[config.mk]
export PLATFORM = sky130hd
export DESIGN_NAME = softmax_row_sched
export DESIGN_NICKNAME = d
export VERILOG_FILES = /design/src/rtl/softmax_row_sched.sv
export SDC_FILE = /design/constraint.sdc
export NUM_CORES = 1
export LEC_CHECK = 0
export ABC_AREA = 1
export BUFFER_PORTS_ARGS = -buffer_cell sky130_fd_sc_hd__buf_2
export CORE_AREA = 3 3 352 354
export DETAILED_ROUTE_END_ITERATION = 8
export DIE_AREA = 0 0 355 357
export HOLD_SLACK_MARGIN = 0.03
export SYNTH_ARGS = -nofsm -noshare
export SYNTH_HDL_FRONTEND = slang
export SYNTH_SLANG_ARGS = --single-unit
[constraint.sdc]
create_clock -name clk -period 12.6 [get_ports clk]
set_input_delay 2.52 -clock clk [delete_from_list [all_inputs] [get_ports clk]]
set_output_delay 2.52 -clock clk [all_outputs]
set_load 0.05 [all_outputs]
[src/rtl/softmax_row_sched.sv]
// Round-robin scheduler sharing one softmax datapath among NREQ row requesters.
// Optional WAIT-state abort after TIMEOUT cycles: define SOFTMAX_ROW_SCHED_TIMEOUT_EN.
module softmax_row_sched #(
  parameter int NREQ    = 4,
  parameter int LEN     = 8,
  parameter int IN_W    = 16,
  parameter int OUT_W   = 16,
  parameter int IDW     = $clog2(NREQ),
  parameter int TIMEOUT = 32
) (
  input  logic                      clk,
  input  logic                      rst,
  input  logic [NREQ-1:0]           req_valid,
  output logic [NREQ-1:0]           req_ready,
  input  logic [NREQ*LEN*IN_W-1:0]  req_data,
  output logic                      sm_valid_in,
  output logic [LEN*IN_W-1:0]       sm_in_vec,
  input  logic                      sm_valid_out,
  input  logic [LEN*OUT_W-1:0]      sm_out_vec,
  output logic                      resp_valid,
  input  logic                      resp_ready,
  output logic [IDW-1:0]            resp_id,
  output logic [LEN*OUT_W-1:0]      resp_data,
  output logic                      resp_err,
  output logic                      busy
);

  localparam int ROW_IN_W  = LEN * IN_W;
  localparam int ROW_OUT_W = LEN * OUT_W;

  if (NREQ < 2 || TIMEOUT < 1 || IDW < $clog2(NREQ)) begin : g_param_check
    $error("softmax_row_sched: need NREQ >= 2, TIMEOUT >= 1, IDW >= clog2(NREQ)");
  end

  typedef enum logic [1:0] {
    S_IDLE  = 2'd0,
    S_ISSUE = 2'd1,
    S_WAIT  = 2'd2,
    S_RESP  = 2'd3
  } state_t;

  state_t                 state;
  state_t                 state_next;
  logic [IDW-1:0]         rr_ptr;
  logic [IDW-1:0]         cur_id;
  logic [IDW-1:0]         resp_id_q;
  logic [IDW-1:0]         gnt_id;
  logic [IDW-1:0]         idx;
  logic                   gnt_found;
  logic [NREQ-1:0]        grant;
  logic [ROW_IN_W-1:0]    gnt_row;
  logic [ROW_IN_W-1:0]    in_buf;
  logic [ROW_OUT_W-1:0]   out_buf;
  logic                   timeout_hit;

  // Rotating priority search starting just after the last granted requester.
  // Held off while rst is asserted so every output reads zero during reset.
  always_comb begin
    grant     = '0;
    gnt_id    = '0;
    gnt_found = 1'b0;
    idx       = '0;
    if (state == S_IDLE && !rst) begin
      for (int k = 1; k <= NREQ; k++) begin
        idx = IDW'((int'(rr_ptr) + k) % NREQ);
        if (!gnt_found && req_valid[idx]) begin
          gnt_found   = 1'b1;
          gnt_id      = idx;
          grant[idx]  = 1'b1;
        end
      end
    end
  end

  always_comb begin
    gnt_row = '0;
    for (int r = 0; r < NREQ; r++) begin
      if (gnt_id == IDW'(r)) begin
        gnt_row = req_data[r*ROW_IN_W +: ROW_IN_W];
      end
    end
  end

  always_comb begin
    state_next = state;
    case (state)
      S_IDLE:  if (gnt_found) state_next = S_ISSUE;
      S_ISSUE: state_next = S_WAIT;
      S_WAIT:  if (sm_valid_out || timeout_hit) state_next = S_RESP;
      S_RESP:  if (resp_ready) state_next = S_IDLE;
      default: state_next = S_IDLE;
    endcase
  end

  always_ff @(posedge clk or posedge rst) begin
    if (rst) begin
      state <= S_IDLE;
    end else begin
      state <= state_next;
    end
  end

  // Grant stage: latch the winning row and its id, advance the round-robin pointer.
  always_ff @(posedge clk or posedge rst) begin
    if (rst) begin
      rr_ptr <= IDW'(NREQ - 1);
      cur_id <= '0;
      in_buf <= '0;
    end else if (state == S_IDLE && gnt_found) begin
      rr_ptr <= gnt_id;
      cur_id <= gnt_id;
      in_buf <= gnt_row;
    end
  end

  // Result stage: a real result takes precedence over a coincident timeout.
  always_ff @(posedge clk or posedge rst) begin
    if (rst) begin
      out_buf   <= '0;
      resp_id_q <= '0;
    end else if (state == S_WAIT) begin
      if (sm_valid_out) begin
        out_buf   <= sm_out_vec;
        resp_id_q <= cur_id;
      end else if (timeout_hit) begin
        out_buf   <= '0;
        resp_id_q <= cur_id;
      end
    end
  end

`ifdef SOFTMAX_ROW_SCHED_TIMEOUT_EN
  localparam int CNT_W = $clog2(TIMEOUT + 1);

  logic [CNT_W-1:0] wait_cnt;
  logic             resp_err_q;

  // wait_cnt == k during the (k+1)-th WAIT cycle, so the abort leaves WAIT after TIMEOUT cycles.
  assign timeout_hit = (state == S_WAIT) && (wait_cnt == CNT_W'(TIMEOUT - 1));

  always_ff @(posedge clk or posedge rst) begin
    if (rst) begin
      wait_cnt   <= '0;
      resp_err_q <= 1'b0;
    end else begin
      if (state == S_ISSUE) begin
        wait_cnt <= '0;
      end else if (state == S_WAIT) begin
        wait_cnt <= wait_cnt + 1'b1;
      end
      if (state == S_IDLE && gnt_found) begin
        resp_err_q <= 1'b0;
      end else if (state == S_WAIT && !sm_valid_out && timeout_hit) begin
        resp_err_q <= 1'b1;
      end
    end
  end

  assign resp_err = resp_err_q;
`else
  assign timeout_hit = 1'b0;
  assign resp_err    = 1'b0;
`endif

  assign req_ready   = grant;
  assign sm_valid_in = (state == S_ISSUE);
  assign sm_in_vec   = in_buf;
  assign resp_valid  = (state == S_RESP);
  assign resp_id     = resp_id_q;
  assign resp_data   = out_buf;
  assign busy        = (state != S_IDLE);

endmodule

==> results of run 1 <==
[cells in the final DEF (no fill, tap or decap), types with 3 or more instances in the layout]
| master | netlist | final |
|---|---|---|
| clkinvlp_4 | 0 | 3 |
| nand3_2 | 3 | 3 |
| inv_1 | 23 | 22 |
| nand2_2 | 9 | 9 |
| clkinv_4 | 0 | 3 |
| clkbuf_8 | 0 | 5 |
| buf_4 | 7 | 15 |
| clkbuf_16 | 0 | 39 |
| ha_1 | 13 | 13 |
| nor2_1 | 289 | 289 |
| clkbuf_1 | 68 | 7 |
| inv_2 | 8 | 6 |
| nand3b_1 | 59 | 59 |
| nand4_1 | 22 | 22 |
| nand2_1 | 599 | 598 |
| a21oi_1 | 5 | 5 |
| o21ai_1 | 31 | 31 |
| mux2_2 | 128 | 128 |
| nand3_1 | 151 | 151 |
| dfrtp_1 | 262 | 262 |
| inv_4 | 1 | 3 |
| buf_2 | 26 | 912 |
| o22ai_1 | 3 | 3 |
| diode_2 | 0 | 26 |
| o21ai_0 | 90 | 90 |
| clkinv_2 | 0 | 7 |
[power breakdown]
| part | total, mW | switching (mW) | leakage (nW) | internal (mW) |
|---|---|---|---|---|
| Sequential | 1.53 | 0.262 | 3.21 | 1.27 |
| Combinational | 4.09 | 3.14 | 7.63 | 0.952 |
| Clock | 1.09 | 0.445 | 0.612 | 0.643 |
| Total | 6.71 | 3.84 | 11.5 | 2.87 |
[registers in the layout, indices dropped and copies added (netlist names)]
name       cells
rr_ptr         2
cur_id         2
resp_id        2
resp_data    128
sm_in_vec    128
state          2
[worst max-delay path: cells and delay by family]
family	cells	cell delay (ps)
AO/OA/AOI/OAI	2	210
buffers and inverters	3	420
AND/OR/NAND/NOR	6	780
[final cells by class]
cell class | count | area (um^2) | share of cell area
Sequential cell | 264 | 6610 | 0.302
Inverter | 32 | 135 | 0.00617
Multi-Input combinational cell | 1411 | 7120 | 0.325
Timing Repair Buffer | 928 | 4700 | 0.214
Clock buffer | 51 | 1070 | 0.0489
Tap cell | 1625 | 2030 | 0.0928
Antenna cell | 26 | 65.1 | 0.00297
Clock inverter | 18 | 185 | 0.00845
[cell families after synthesis]
| kind of cell | count (synthesis) |
|---|---|
| AO/OA/AOI/OAI | 132 |
| adder cells (fa/ha/maj) | 13 |
| buffers and inverters | 156 |
| flip-flops | 264 |
| multiplexers | 128 |
| other | 1 |
| AND/OR/NAND/NOR | 1137 |
[through the flow]
step / power (mW) / hold WS, ps / utilization
6_report: 6.71 / 468 / 0.181
4_1_cts: 6.84 / 475 / 0.180
5_1_grt: 7.11 / 493 / 0.180
3_3_place_gp: 5.66 / 460 / 0.170
3_5_place_dp: 5.70 / 459 / 0.170
2_1_floorplan: 4.25 / 502 / -
[how the worst min path moves through the flow]
stage	cells after the start	start	slack [ps]	end
after floorplan	2	cur_id[0]	500	resp_id[0]
after global placement	2	sm_in_vec[40]	460	sm_in_vec[40]
after detailed placement	2	sm_in_vec[45]	460	sm_in_vec[45]
after CTS	2	sm_in_vec[45]	480	sm_in_vec[45]
after global routing	2	sm_in_vec[4]	490	sm_in_vec[4]
final	2	sm_in_vec[62]	470	sm_in_vec[62]
[per-layer routing]
layer,global-route usage,up-vias,part of all wire
met5,0,-,0.0015
met4,0.0487,24,0.034
met3,0.0437,171,0.085
met2,0.234,880,0.45
met1,0.189,7898,0.43
li1,-,7661,-
==> results.toml, run 1 <==
[route]
via_per_inst = 3.82
drt_wl_total_um = 98000
vias = 16600
routedWlPerCell_um = 22.5
drtPass1Iterations = 7
drc_errors = 0
postRouteAntennaNets = 0
drtIter0Drc = 1427

[clocking]
cts_buffer_depth = 3
cts_buffers = 38
post_cts_buffers = 0
clk_pin_slew_ps = 40
insertion_delay_ps = 580
cts_resized = 0
cts_sinks = 264
cts.htree.levels = 2
cts-hold-fix-buffers = 0
cts_tree = "yes"
root_buffer = "clkbuf_16"

[timing]
hold_viol = 0
fin_crit_sh = 0.513
setup_viol = 0
min_period_ps = 6460
layout_setup_ws_ps = 6140
skew_ps = 16.5
drv_slew = 0
slew_headroom = 0.227
setup_tns_ps = 0
rsz0062_at_grt = "no"
max_freq_mhz = 155
worst_pin_slew_ps = 1160

[cells_and_area]
syn_to_final_growth_pct = 51.7
final_area_um2 = 21900
fillers = 13900
fin_nets = 3336
stdcell_count = 4355
drive_above_1_share = 0.425

[worst_setup_path]
crit_fanout = 7
arrival_ps = 3940
worst_path_most_repeated_cell = "nand2_1"
crit_end = "req_ready[1]"
cp-end-kind = "output pin"
reg2reg_slack_ps = 7590
reg2reg_from = "rr_ptr[0]"
max_stage_delay_ps = 250
reg2reg_to = "sm_in_vec[113]"
worstPathRequired_ps = 10080
cp_slowest_cell = "buf_2"
r2r_cells = 17
worst_setup_path_start_kind = "input port"
cp-startpoint = "req_valid[0]"
worstSetupPathType = "in -> out"
path_cells = "buf_2 -> nand2_1 -> nand3_1 -> nand2_2 -> nand2_1 -> nor2_1 -> a221oi_1 -> o21ai_0 -> nand2_1 -> inv_1 -> buf_2"

[floorplanning]
die_w_um = 355
chipHeight_um = 357
core_area_um2 = 121000
ios = 914
die_area_um2 = 127000
start_util = 0.119
row_count = 128

[logic_synthesis]
synth-seq-cells = 264
synthMuxAreaShare = 0.0998
synth_common_cells = "nand2_1 (599), nor2_1 (289), dfrtp_1 (262)"
synth-edff-count = 0
avgSynthCellArea_um2 = 7.89
synth_top_area_frac = 0.454
synth_xor_area_frac = 0
synth_top_family_by_area = "simple AND/OR/NAND/NOR gates"
yosysMostFrequentCell = "nand2_1"
synth_area_um2 = 14400
synth_simple_gate_area_frac = 0.332
synth.yosys.seq_area_share = 0.457
synth-compound-area-share = 0.0468
async_reset_ff_frac = 1.00
syn_inst = 1831
synthesis.nets = 2492
synth_fa_ha_area_frac = 0.0113
yosysTopAreaCell = "dfrtp_1"
yosysUniqueCellTypes = 30
yosys_most_used_dff = "dfrtp_1"
ys_top_cells_by_area = "dfrtp_1 (45%), nand2_1 (16%), mux2_2 (10%)"
ys_warn_count = 0

[run_status]
status = "finished, final reports clean"

[placed_design]
placed_cell_area_um2 = 20600
dp_hpwl_um = 80600
portBuffers = 912
place_congestion = 0.902
placed_cells = 4260
pre_cts_slack_ps = 6160

[grt]
antenna_found_initial = 78
grt_pass1_vias = 16400
gr-total-overflow = 0
grt_max_degree = 162
grt_use_total = 0.147
grt_pass1_wl_um = 130000

[pwr]
ir_drop_v = 0.000128
p_leak_nw = 11.5
power_density_nw_per_um2 = 306

[flow_run]
cap_viol_max_count = 0

[worst_hold_path]
min_path_type = "reg -> reg"
Note: power is estimated with default switching activity, not from simulation.
==> inputs of run 2 (changes only) <==
==> constraint.sdc (replaced) <==
create_clock -name clk -period 5.3 [get_ports clk]
set_input_delay 1.06 -clock clk [delete_from_list [all_inputs] [get_ports clk]]
set_output_delay 1.06 -clock clk [all_outputs]
set_load 0.05 [all_outputs]
==> run 2 against run 1 <==
Net effect: non-clock buffer count rose by 8; critical path depth rose by 1; first-iteration DRC count fell by 21%; largest power group unchanged.
==> results.toml, run 2 (same netlist as run 1, synthesis figures left out) <==
[run_status]
status = "finished, final reports clean"

[grt]
grt_pass1_vias = 16000
gr-total-overflow = 0
grt_use_total = 0.144
grt_pass1_wl_um = 127000
antenna_found_initial = 53
grt_max_degree = 147

[worst_setup_path]
arrival_ps = 3160
worst_setup_path_start_kind = "flip-flop"
worstSetupPathType = "reg -> out"
cp-end-kind = "output pin"
worstPathRequired_ps = 4240
crit_fanout = 15

[cells_and_area]
stdcell_count = 4364
mostFrequentLayoutCell = "buf_2"
final_cell_mix = "buf_2 (912), nand2_1 (598), nor2_1 (289)"
fin_nets = 3344
fillers = 13900
drive_above_1_share = 0.429
syn_to_final_growth_pct = 53.9

[clocking]
root_buffer = "clkbuf_16"
cts_resized = 0
cts_buffers = 38
cts-hold-fix-buffers = 0
post_cts_buffers = 0
cts.htree.levels = 2
cts_tree = "yes"
insertion_delay_ps = 590
clk_pin_slew_ps = 60
cts_sinks = 264
cts_buffer_depth = 3

[pwr]
ir_drop_v = 0.000367
power_density_nw_per_um2 = 740
p_leak_nw = 11.6

[timing]
max_freq_mhz = 237
skew_ps = 23.3
hold_viol = 0
min_period_ps = 4220
rsz0062_at_grt = "no"
setup_tns_ps = 0
worst_pin_slew_ps = 867
fin_crit_sh = 0.796
drv_slew = 0
setup_viol = 0
slew_headroom = 0.422

[placed_design]
portBuffers = 912
placed_cells = 4268
dp_hpwl_um = 79000
place_congestion = 0.890

[route]
postRouteAntennaNets = 0
routedWlPerCell_um = 22.2
drtPass1Iterations = 5
drtIter0Drc = 1122
vias = 16500
via_per_inst = 3.78
drt_wl_total_um = 96800
drc_errors = 0

[floorplanning]
row_count = 128
die_area_um2 = 127000
chipHeight_um = 357
die_w_um = 355
start_util = 0.119
core_area_um2 = 121000
ios = 914

[worst_hold_path]
min_path_type = "reg -> reg"

[flow_run]
cap_viol_max_count = 0
## run 2: final cells by class
class,count,area [um^2],area share
multi-input combinational,1411,7120,0.320
sequential,264,6610,0.297
timing repair buffer,936,4840,0.218
tap,1625,2030,0.0915
clock buffer,44,1020,0.0461
clock inverter,25,403,0.0181
inverter,32,131,0.00591
antenna,27,67.6,0.00304
## run 2: worst paths after layout
| path | from | end | slack [ps] | cells after the start |
|---|---|---|---|---|
| max | rr_ptr[0] | req_ready[2] | 1080 | 12 |
| min | sm_in_vec[22] | sm_in_vec[22] | 470 | 2 |
| max reg2reg | rr_ptr[0] | sm_in_vec[44] | 1300 | 14 |
| min reg2reg | sm_in_vec[22] | sm_in_vec[22] | 470 | 2 |
| max in group asynchronous | rst | sm_in_vec[69] | 3630 | 3 |
| min in group asynchronous | rst | sm_in_vec[56] | 550 | 2 |
## run 2: power breakdown
group,internal (mW),leakage (nW),switching (mW)
Sequential,3.02,3.21,0.585
Combinational,2.29,7.70,7.61
Clock,1.84,0.685,1.10
## run 2: layer usage
metal / track usage / vias to the layer above / wire [um]
li1: - / 7700 / -
met1: 0.176 / 7842 / 40200
met2: 0.239 / 775 / 45600
met3: 0.0429 / 159 / 7400
met4: 0.0517 / 14 / 3600
met5: 0 / - / 89
## run 2: metrics by stage
| step | hold slack, ps | utilization | instance area (um^2) | power, mW | setup slack [ps] |
|---|---|---|---|---|---|
| finish | 470 | 0.183 | 22200 | 16.4 | 1080 |
| global route | 488 | 0.183 | 22200 | 17.4 | 766 |
| floorplan | 502 | - | 14500 | 10.1 | 758 |
| detailed placement | 460 | 0.171 | 20700 | 13.7 | 1040 |
| global placement | 460 | 0.171 | 20700 | 13.7 | 1070 |
| CTS | 476 | 0.183 | 22200 | 16.8 | 1050 |
## run 2: worst max-delay path: stages (launching register included)
cell,delay (ps)
dfstp_2,740
inv_2,160
ha_1,360
inv_1,120
nand3_1,80
nand2_1,70
nand2_1,110
nor2_1,260
a21oi_1,120
o21ai_0,120
nand2_1,90
inv_1,60
buf_2,260
